===== src/rtl/apb_pkg.sv =====
// Shared types and constants for the APB completer memory.
// State encoding, pprot bit positions and default bus widths.
package apb_pkg;

    localparam int APB_ADDR_W = 32;
    localparam int APB_DATA_W = 32;

    localparam int PPROT_PRIV = 0;
    localparam int PPROT_NSEC = 1;
    localparam int PPROT_INSN = 2;

    typedef enum logic [1:0] {
        APB_IDLE  = 2'd0,
        APB_WAIT  = 2'd1,
        APB_READY = 2'd2
    } apb_state_e;

endpackage


===== src/rtl/apb_completer_mem_if.sv =====
// APB4 bus bundle between the bridge (master) and a completer (slave).
interface apb_completer_mem_if
    import apb_pkg::*;
#(
    parameter int ADDR_W = APB_ADDR_W,
    parameter int DATA_W = APB_DATA_W
);
    logic                  psel;
    logic                  penable;
    logic                  pwrite;
    logic [ADDR_W-1:0]     paddr;
    logic [2:0]            pprot;
    logic [DATA_W-1:0]     pwdata;
    logic [DATA_W/8-1:0]   pstrb;
    logic [DATA_W-1:0]     prdata;
    logic                  pready;
    logic                  pslverr;

    modport master (
        output psel, penable, pwrite, paddr,
        output pprot, pwdata, pstrb,
        input  prdata, pready, pslverr
    );

    modport slave (
        input  psel, penable, pwrite, paddr,
        input  pprot, pwdata, pstrb,
        output prdata, pready, pslverr
    );

endinterface


===== src/rtl/apb_regfile.sv =====
// Word array with async clear, byte-strobed write port and a
// registered read port whose output doubles as the bus read data.
module apb_regfile #(
    parameter  int DATA_W = 32,
    parameter  int DEPTH  = 64,
    localparam int IDX_W  = $clog2(DEPTH),
    localparam int SW     = DATA_W / 8
) (
    input  logic              clk,
    input  logic              rst,
    input  logic              i_we,
    input  logic [IDX_W-1:0]  i_widx,
    input  logic [DATA_W-1:0] i_wdata,
    input  logic [SW-1:0]     i_wstrb,
    input  logic              i_re,
    input  logic              i_rclr,
    input  logic [IDX_W-1:0]  i_ridx,
    output logic [DATA_W-1:0] o_rdata
);

    logic [DATA_W-1:0] r_mem [DEPTH];
    logic [DATA_W-1:0] r_rdata;

    always_ff @(posedge clk or posedge rst) begin
        if (rst) begin
            for (int i = 0; i < DEPTH; i++) begin
                r_mem[i] <= '0;
            end
            r_rdata <= '0;
        end else begin
            if (i_we) begin
                for (int b = 0; b < SW; b++) begin
                    if (i_wstrb[b]) begin
                        r_mem[i_widx][8*b +: 8] <= i_wdata[8*b +: 8];
                    end
                end
            end
            // Load wins over clear; the two never coincide in practice.
            if (i_re) begin
                r_rdata <= r_mem[i_ridx];
            end else if (i_rclr) begin
                r_rdata <= '0;
            end
        end
    end

    assign o_rdata = r_rdata;

endmodule


===== src/rtl/apb_completer_mem.sv =====
// APB4 completer backed by a word store: wait states, byte strobes,
// range/alignment/protection errors and a saturating error counter.
module apb_completer_mem
    import apb_pkg::*;
#(
    parameter int                ADDR_W      = APB_ADDR_W,
    parameter int                DATA_W      = APB_DATA_W,
    parameter int                DEPTH       = 64,
    parameter logic [ADDR_W-1:0] BASE_ADDR   = '0,
    parameter int                WAIT_CYCLES = 0,
    parameter int                PROT_START  = DEPTH / 2
) (
    input  logic                      pclk,
    input  logic                      preset,
    apb_completer_mem_if.slave        bus,
    output logic [7:0]                err_cnt
);

    localparam int                SW    = DATA_W / 8;
    localparam int                IDX_W = $clog2(DEPTH);
    localparam logic [ADDR_W-1:0] SPAN  = ADDR_W'(DEPTH * SW);

    apb_state_e        r_state;
    logic              r_ready;
    logic              r_slverr;
    logic              r_write;
    logic              r_err;
    logic [3:0]        r_cnt;
    logic [IDX_W-1:0]  r_idx;
    logic [DATA_W-1:0] r_wdata;
    logic [SW-1:0]     r_wstrb;
    logic [7:0]        r_err_cnt;

    logic              w_setup;
    logic              w_access;
    logic [ADDR_W-1:0] w_off;
    logic [IDX_W-1:0]  w_idx;
    logic              w_prot_hit;
    logic              w_err;
    logic              w_fast;
    logic              w_wait_done;
    logic              w_we;
    logic              w_re;
    logic              w_rclr;
    logic [IDX_W-1:0]  w_ridx;
    logic [DATA_W-1:0] w_rdata;
    logic              w_unused;

    assign w_setup  = bus.psel & ~bus.penable;
    assign w_access = bus.psel & bus.penable;

    // Addresses below the base wrap to a huge offset and fail the span test.
    assign w_off = bus.paddr - BASE_ADDR;
    assign w_idx = w_off[IDX_W+1:2];

    assign w_prot_hit = bus.pwrite
                      & (int'(w_idx) >= PROT_START)
                      & (bus.pprot[PPROT_NSEC]
                         | ~bus.pprot[PPROT_PRIV]);

    assign w_err = (w_off >= SPAN)
                 | (bus.paddr[1:0] != 2'b00)
                 | w_prot_hit;

    assign w_unused = ^{w_off[1:0], bus.pprot[PPROT_INSN]};

    assign w_fast = (r_state == APB_IDLE) & w_setup
                  & (WAIT_CYCLES == 0);
    assign w_wait_done = (r_state == APB_WAIT) & w_access
                       & (r_cnt == 4'd1);

    // Read data is fetched on the edge that enters READY.
    assign w_re = (w_fast & ~bus.pwrite & ~w_err)
                | (w_wait_done & ~r_write & ~r_err);
    assign w_ridx = (r_state == APB_IDLE) ? w_idx : r_idx;
    assign w_rclr = (r_state == APB_READY)
                  & (~bus.psel | bus.penable);
    assign w_we = (r_state == APB_READY) & w_access
                & r_write & ~r_err;

    always_ff @(posedge pclk or posedge preset) begin
        if (preset) begin
            r_state   <= APB_IDLE;
            r_ready   <= 1'b0;
            r_slverr  <= 1'b0;
            r_write   <= 1'b0;
            r_err     <= 1'b0;
            r_cnt     <= '0;
            r_idx     <= '0;
            r_wdata   <= '0;
            r_wstrb   <= '0;
            r_err_cnt <= '0;
        end else begin
            unique case (r_state)
                APB_IDLE: begin
                    r_ready  <= 1'b0;
                    r_slverr <= 1'b0;
                    if (w_setup) begin
                        r_write <= bus.pwrite;
                        r_err   <= w_err;
                        r_idx   <= w_idx;
                        r_wdata <= bus.pwdata;
                        r_wstrb <= bus.pstrb;
                        r_cnt   <= 4'(WAIT_CYCLES);
                        if (WAIT_CYCLES == 0) begin
                            r_state  <= APB_READY;
                            r_ready  <= 1'b1;
                            r_slverr <= w_err;
                        end else begin
                            r_state <= APB_WAIT;
                        end
                    end
                end
                APB_WAIT: begin
                    if (!bus.psel) begin
                        r_state <= APB_IDLE;
                    end else if (bus.penable) begin
                        if (r_cnt == 4'd1) begin
                            r_state  <= APB_READY;
                            r_ready  <= 1'b1;
                            r_slverr <= r_err;
                        end else begin
                            r_cnt <= r_cnt - 4'd1;
                        end
                    end
                end
                APB_READY: begin
                    if (!bus.psel || bus.penable) begin
                        r_state  <= APB_IDLE;
                        r_ready  <= 1'b0;
                        r_slverr <= 1'b0;
                    end
                    if (w_access && r_err && r_err_cnt != 8'hFF) begin
                        r_err_cnt <= r_err_cnt + 8'd1;
                    end
                end
                default: begin
                    r_state <= APB_IDLE;
                end
            endcase
        end
    end

    apb_regfile #(
        .DATA_W (DATA_W),
        .DEPTH  (DEPTH)
    ) u_regfile (
        .clk     (pclk),
        .rst     (preset),
        .i_we    (w_we),
        .i_widx  (r_idx),
        .i_wdata (r_wdata),
        .i_wstrb (r_wstrb),
        .i_re    (w_re),
        .i_rclr  (w_rclr),
        .i_ridx  (w_ridx),
        .o_rdata (w_rdata)
    );

    assign bus.prdata  = w_rdata;
    assign bus.pready  = r_ready;
    assign bus.pslverr = r_slverr;
    assign err_cnt     = r_err_cnt;

endmodule


===== src/flat_wrapper.sv =====
// flat-port wrapper written by rule: the top's interface ports become plain ports
module apb_completer_mem_flat import apb_pkg::*;
#(
    parameter int                ADDR_W      = APB_ADDR_W,
    parameter int                DATA_W      = APB_DATA_W,
    parameter int                DEPTH       = 64,
    parameter logic [ADDR_W-1:0] BASE_ADDR   = '0,
    parameter int                WAIT_CYCLES = 0,
    parameter int                PROT_START  = DEPTH / 2
)
  (pclk, preset, err_cnt, bus_psel, bus_penable, bus_pwrite, bus_paddr, bus_pprot, bus_pwdata, bus_pstrb, bus_prdata, bus_pready, bus_pslverr);
  apb_completer_mem_if #(.ADDR_W(ADDR_W), .DATA_W(DATA_W)) bus_i ();
  input  logic pclk;
  input  logic preset;
  output logic [7:0] err_cnt;
  input wire logic [$bits(bus_i.psel)-1:0] bus_psel;
  input wire logic [$bits(bus_i.penable)-1:0] bus_penable;
  input wire logic [$bits(bus_i.pwrite)-1:0] bus_pwrite;
  input wire logic [$bits(bus_i.paddr)-1:0] bus_paddr;
  input wire logic [$bits(bus_i.pprot)-1:0] bus_pprot;
  input wire logic [$bits(bus_i.pwdata)-1:0] bus_pwdata;
  input wire logic [$bits(bus_i.pstrb)-1:0] bus_pstrb;
  output wire logic [$bits(bus_i.prdata)-1:0] bus_prdata;
  output wire logic [$bits(bus_i.pready)-1:0] bus_pready;
  output wire logic [$bits(bus_i.pslverr)-1:0] bus_pslverr;
  assign bus_i.psel = bus_psel;
  assign bus_i.penable = bus_penable;
  assign bus_i.pwrite = bus_pwrite;
  assign bus_i.paddr = bus_paddr;
  assign bus_i.pprot = bus_pprot;
  assign bus_i.pwdata = bus_pwdata;
  assign bus_i.pstrb = bus_pstrb;
  assign bus_prdata = bus_i.prdata;
  assign bus_pready = bus_i.pready;
  assign bus_pslverr = bus_i.pslverr;
  apb_completer_mem #(.ADDR_W(ADDR_W), .DATA_W(DATA_W), .DEPTH(DEPTH), .BASE_ADDR(BASE_ADDR), .WAIT_CYCLES(WAIT_CYCLES), .PROT_START(PROT_START)) u_core (.pclk(pclk), .preset(preset), .bus(bus_i), .err_cnt(err_cnt));
endmodule

===== config.mk =====
export PLATFORM = sky130hd
export DESIGN_NAME = apb_completer_mem_flat
export DESIGN_NICKNAME = d
export VERILOG_FILES = /design/src/rtl/apb_pkg.sv /design/src/rtl/apb_completer_mem_if.sv /design/src/rtl/apb_regfile.sv /design/src/rtl/apb_completer_mem.sv /design/src/flat_wrapper.sv
export SDC_FILE = /design/constraint.sdc
export NUM_CORES = 2
export LEC_CHECK = 0
export ABC_CLOCK_PERIOD_IN_PS = 92200
export CAP_MARGIN = 20
export CORE_ASPECT_RATIO = 1.1
export CORE_MARGIN = 4
export CORE_UTILIZATION = 40
export CTS_CLUSTER_DIAMETER = 80
export DETAILED_ROUTE_END_ITERATION = 6
export GPL_ROUTABILITY_DRIVEN = 0
export GPL_TIMING_DRIVEN = 0
export MAX_ROUTING_LAYER = met4
export SYNTH_ARGS = -nofsm -noshare
export SYNTH_HDL_FRONTEND = slang
export SYNTH_SLANG_ARGS = --single-unit

===== constraint.sdc =====
create_clock -name pclk -period 92.2 [get_ports pclk]
set_clock_uncertainty 0.1 [all_clocks]
set_input_delay 9.22 -clock pclk [delete_from_list [all_inputs] [get_ports pclk]]
set_output_delay 9.22 -clock pclk [all_outputs]
set_load 0.01 [all_outputs]

== After elaboration in Yosys (flattened, before gate mapping) ==
Index checks and enable logic that the tools add are counted.
Cells by class
  equal/unequal tests: 12
  bitwise logic cells: 29
  multipliers: 0
  magnitude comparators: 5
  multiplexer cells: 47
  divide/modulo/power cells: 0
  add/subtract/negate cells: 2
  shifts and indexed selects: 0
  reductions and logical operators: 15
Operators with widths (count)
  $mux 2048: 7
  $bwmux 2048: 4
  $demux 32 s6: 4
  $bmux 32 s6: 1
  $mux 32: 5
  $ge 32x9->1 const B: 1
  $mux 24: 1
  $mux 16: 1
  $mux 4: 4
  $and 1x1->1: 15
  $ge 7x7->1 const B: 2
  $not 6->7: 2
  $mux 2: 5
  $ne 2x2->1 const B: 5
  $reduce_and 5->1: 2
  $mux 1: 9
  $add 8x1->8 const B: 1
  $mux 8: 1
  $ne 8x8->1 const B: 1
  $pmux 4 s2: 1
  $lt 7x1->1 const B: 1
  $not 1->1: 7
  $ge 6x6->1 const B: 1
  $mux 6: 1
  other kinds (17): 28
Word-level totals
  input bits: 76
  bits in read-only memories: 0
  register bits after elaboration: 2140
  bits in writable memories: 0
  memories kept: 0
  bits in latches: 0

== Depth between registers and ports, before layout ==
  depth in word-level cells: 16
  gate-level depth with buffers: 13
  depth with buffers taken out: 9

== By module ==
Synthesis repeated with hierarchy kept, for this count alone.
Second synthesis, totals
  cells, all modules: 6159
  area, all modules: 96473.8 sq um
By module, submodules not included
  apb_regfile: area an instance 94151.5 sq um, instances 1, sequential area each 52049.9 sq um, cells each 5998
  apb_completer_mem: area an instance 2322.2 sq um, instances 1, sequential area each 1376.3 sq um, cells each 161

== Least setup slack after synthesis ==
No wires, ideal clock.
  path kind: input-to-reg
  from: input bus_paddr[3]
  to: register u_core.u_regfile.r_rdata[10] (netlist: u_core.u_regfile.o_rdata[10])
  arrival: 11.034 ns
  cell stages on the path: 8
  setup slack: 80.940 ns
  required time: 91.974 ns
  cells stage by stage: mux2i_4 -> buf_6 -> buf_4 -> buf_2 -> mux4_2 -> a22oi_1 -> a21oi_1 -> a311o_1
Between the ends
  longest elaborated chain between the ends: 8
Ends and longest elaborated chain
  from (decl): RTL line flat_wrapper.sv:19  | input wire logic [$bits(bus_i.paddr)-1:0] bus_paddr;
  parallel branches: the longest is 8 deep, another holds $ge 32x9->1
  to (signal assigned): RTL line apb_regfile.sv:40  | r_rdata <= r_mem[i_ridx];
  to (decl): RTL line apb_regfile.sv:22  | logic [DATA_W-1:0] r_rdata;
Parallel ways; which one is timed is not known. The select of a mux whose other input is x is not followed.
A chain may end at the register's enable or synchronous reset.

== Final worst setup path ==
  from: input bus_paddr[2]
  to: register u_core.u_regfile.r_rdata[14] (netlist: u_core.u_regfile.o_rdata[14])
The elaborated chain is that of the path after synthesis.

==> summary.txt <==
Setup path
  • Crit Path Class: input pin to flip-flop
  • Worst stage delay on the critical path: approximately 1.0 ns
  • Worst reg2reg endpoint: u_core.u_regfile.o_rdata[29]$_DFFE_PP0P_
  • Reg2Reg Setup Slack: about 87 ns
  • R2R depth: 9
  • Critical Path End Type: flip-flop
  • Delay-heaviest family, CP: buffers and inverters
  • Crit-path max FO: 10
  • CP required: around 93 ns
  • Element type at the critical path start: input pin
  • Most frequent cell on the critical path: buf_2
  • Critical-path cell list: clkdlybuf4s50_1, mux2_4, buf_4, buf_2, buf_2, nand2_1, a32oi_1, a31oi_1, nor4_2, a221o_1
  • FF-to-FF Start: u_core.r_state[1]$_DFFE_PP0P_
  • Number of stages on the worst setup path: 10
  • Worst Path Buf+Inv: 4
  • WP data arrival: 13.85 ns
  • Slowest CP cell: nor4_2

Timing
  • TNS Setup: 0 ns
  • Worst Max-Slew Pin Slew: 1.36 ns
  • Unrepaired setup endpoints after global routing: false
  • Final setup margin: 79.07 ns
  • Max-slew violations: 0
  • Worst rel slew slack: 0.0911
  • Final Hold Fails: 0
  • Max Fclk: between 70 and 80 MHz
  • Final Setup Violations: 0
  • Period utilization: 0.142
  • Fin crit period: 13.13 ns

Worst hold path
  • Min-Delay Path Class: flip-flop to flip-flop
  • Hold Path Origin: u_core.bus.pslverr$_DFFE_PP0P_
  • Hold endpoint: u_core.bus.pslverr$_DFFE_PP0P_
  • WHS Path Cells: 2

CTS
  • Clock latency at the later pin of the worst-skew pair: ~0.90 ns
  • Root Buffer Master: clkbuf_16
  • Hold buffer count at CTS: 0
  • CTS resizes: 0
  • Post-CTS setup buffer count: 0
  • Num CTS Buffers: roughly 220
  • H-Tree Depth: 4
  • CTS tree: yes
  • Clock-pin slew on the worst setup and hold paths: around 0.060 ns
  • Sink Count: 2,135
  • CTS max path bufs: 3

GRT
  • Initial antenna violation count: 35
  • Largest net degree at the start of global routing: 131
  • Total GRT Usage: 0.314
  • Total congestion overflow: 0
  • First-pass GRT wire length: about 540,000 um
  • Vias in the first global route: just under 70k

Placed design
  • Detailed Place HPWL: ~300,000 um
  • Post-DP Area: around 100,000 um2
  • Setup WS pre-CTS: about 78 ns
  • Port bufs: roughly 120
  • Dpl cells: 11.0k

Power
  • Pwr dens: 28.3 nW/um2
  • LEAKAGE: approximately 53 nW
  • Internal power: ~1.7 mW
  • Clock share of power: 0.292
  • Combinational Power Share: 0.403
  • Sw frac: 0.454
  • Sw power: approximately 1.4 mW
  • Maximum VDD drop: 20.3 uV
  • Reg power frac: 0.304
  • Power consumption: 3.17 mW

Logic synthesis
  • Yosys top cell area share: 0.545
  • Async SR Flop Fraction: 1.00
  • Cells after Synth: 7,571
  • Post-synth top cells: dfrtp_1, mux2_2, nand2_1
  • Yosys cell types: 60
  • Post-synth top area cell: dfrtp_1
  • Post-Syn Nets: about 7.7k
  • Synthesized flop and latch total: 2,135
  • Sequential area share after synthesis: 0.545
  • Post-synth EDFFs: 0
  • Main flop type after synthesis: dfrtp_1
  • Synthesis warning total: 0
  • Synth area leaders: dfrtp_1, mux2_2, nand2_1
  • Mapped Area: between 90,000 and 100,000 um2
  • Count leader, synth: dfrtp_1
  • Syn Area/Cell: 12.9 um2

Route
  • TritonRoute pass-1 iters: 7
  • Violation count after the first detailed-route iteration: 8,594
  • Routed wire length: 392,000 um
  • Post-route ant nets: 0
  • DRC viols: 3
  • Vias per cell: between 6 and 7
  • DR WL/cell: 34.2 um
  • Vias: between 60k and 70k

Cells and area
  • Cell area after layout: approximately 110,000 um2
  • Area growth syn-to-layout: 14.3%
  • Proportion of layout cells with a drive suffix above 1: 0.364
  • Final nets: approximately 8k
  • Layout Cells excl Fill: 11.5k

Floorplanning
  • Die height: between 500 and 600 um
  • Die X: around 480 um
  • Core area: about 240,000 um2
  • Initial core utilization: 0.402
  • Io pins: about 120
  • Standard-cell row count: 190
  • Die ar.: roughly 250,000 um2

Status
  • Outcome: complete, but fails checks
  • Failing checks: design-rule violations

Flow run
  • Maxcap violations: 0
==> power by group through the flow <==
stage / combinational, mW / sequential, mW / clock (mW)
after floorplan: 0.524 / 0.981 / 0
after global placement: 1.17 / 0.988 / 0
after detailed placement: 1.21 / 0.982 / 0
after CTS: 1.21 / 0.965 / 0.933
after global routing: 1.27 / 0.966 / 0.969
final: 1.28 / 0.966 / 0.927
==> logic make-up after synthesis <==
logic type	after synthesis	synth area share
AOI/OAI and AO/OA	488	0.0388
xor gates and xnor gates	8	0.000715
adders and majority gates	4	0.000511
buffers and inverters	585	0.0278
DFF	2135	0.545
muxes	2437	0.299
and+or+nand+nor	1914	0.0879
==> area by class of cell <==
type                    instances  area (um2)
fillers                     21800      132000
flip-flops and latches       2135       53400
multi-input cells            4851       41900
clock buffers                 335        6640
well taps                    3264        4080
plain buffers                 581        2730
repair buffers                179        2300
clock inverters                65         803
diodes                         46         115
inverters                       4        22.5
==> how the worst max path moves through the flow <==
stage	from	to
6_report	bus_paddr[2]	u_core.u_regfile.o_rdata[14]$_DFFE_PP0P_
5_1_grt	bus_paddr[2]	u_core.u_regfile.o_rdata[14]$_DFFE_PP0P_
4_1_cts	bus_paddr[3]	u_core.u_regfile.o_rdata[13]$_DFFE_PP0P_
3_5_place_dp	bus_paddr[3]	u_core.u_regfile.o_rdata[14]$_DFFE_PP0P_
3_3_place_gp	preset	u_core.u_regfile.r_mem[1971]$_DFFE_PP0P_
2_1_floorplan	preset	u_core.bus.pready$_DFFE_PP0P_
==> layer usage <==
layer | vias up | track usage | routed length [um]
li1 | 28200 | - | -
met2 | 3808 | 0.454 | 172000
met4 | 0 | 0.232 | 35100
met1 | 36400 | 0.372 | 147000
met5 | - | - | 0
met3 | 1234 | 0.0920 | 38500
==> state kept, by name (all words and copies together), names as in the netlist <==
name and flops:
u_core.bus.pslverr 1, u_core.r_wstrb 4, u_core.r_write 1, u_core.bus.pready 1
u_core.u_regfile.o_rdata 32, u_core.r_wdata 32, u_core.r_err 1, u_core.r_state 1
u_core.err_cnt 8, u_core.r_idx 6, u_core.u_regfile.r_mem 2048
==> through the flow <==
stage / hold WS, ns / util
after global routing: 0.402 / 0.460
after global placement: 0.367 / 0.424
after CTS: 0.388 / 0.459
after detailed placement: 0.372 / 0.428
final: 0.384 / 0.460
after floorplan: 0.357 / -
==> tightest hold or removal path, stage by stage (launching register included) <==
cell	delay, ns
dfrtp_1	0.34
nand2_1	0.06
o41ai_1	0.05
==> layout by cell type (no fill, tap or decap), types with 66 or more instances in the layout <==
master           count
dfrtp_1           2135
mux2_2            1995
nand2_1           1195
nand3_1            419
clkbuf_1           382
clkbuf_16          222
mux4_2             183
buf_2              153
mux2i_1            149
a31oi_1            125
clkdlybuf4s50_1    116
mux2_1             105
o2111ai_1          104
a32oi_1             84
clkbuf_8            66
Note: power is estimated with default switching activity, not from simulation.
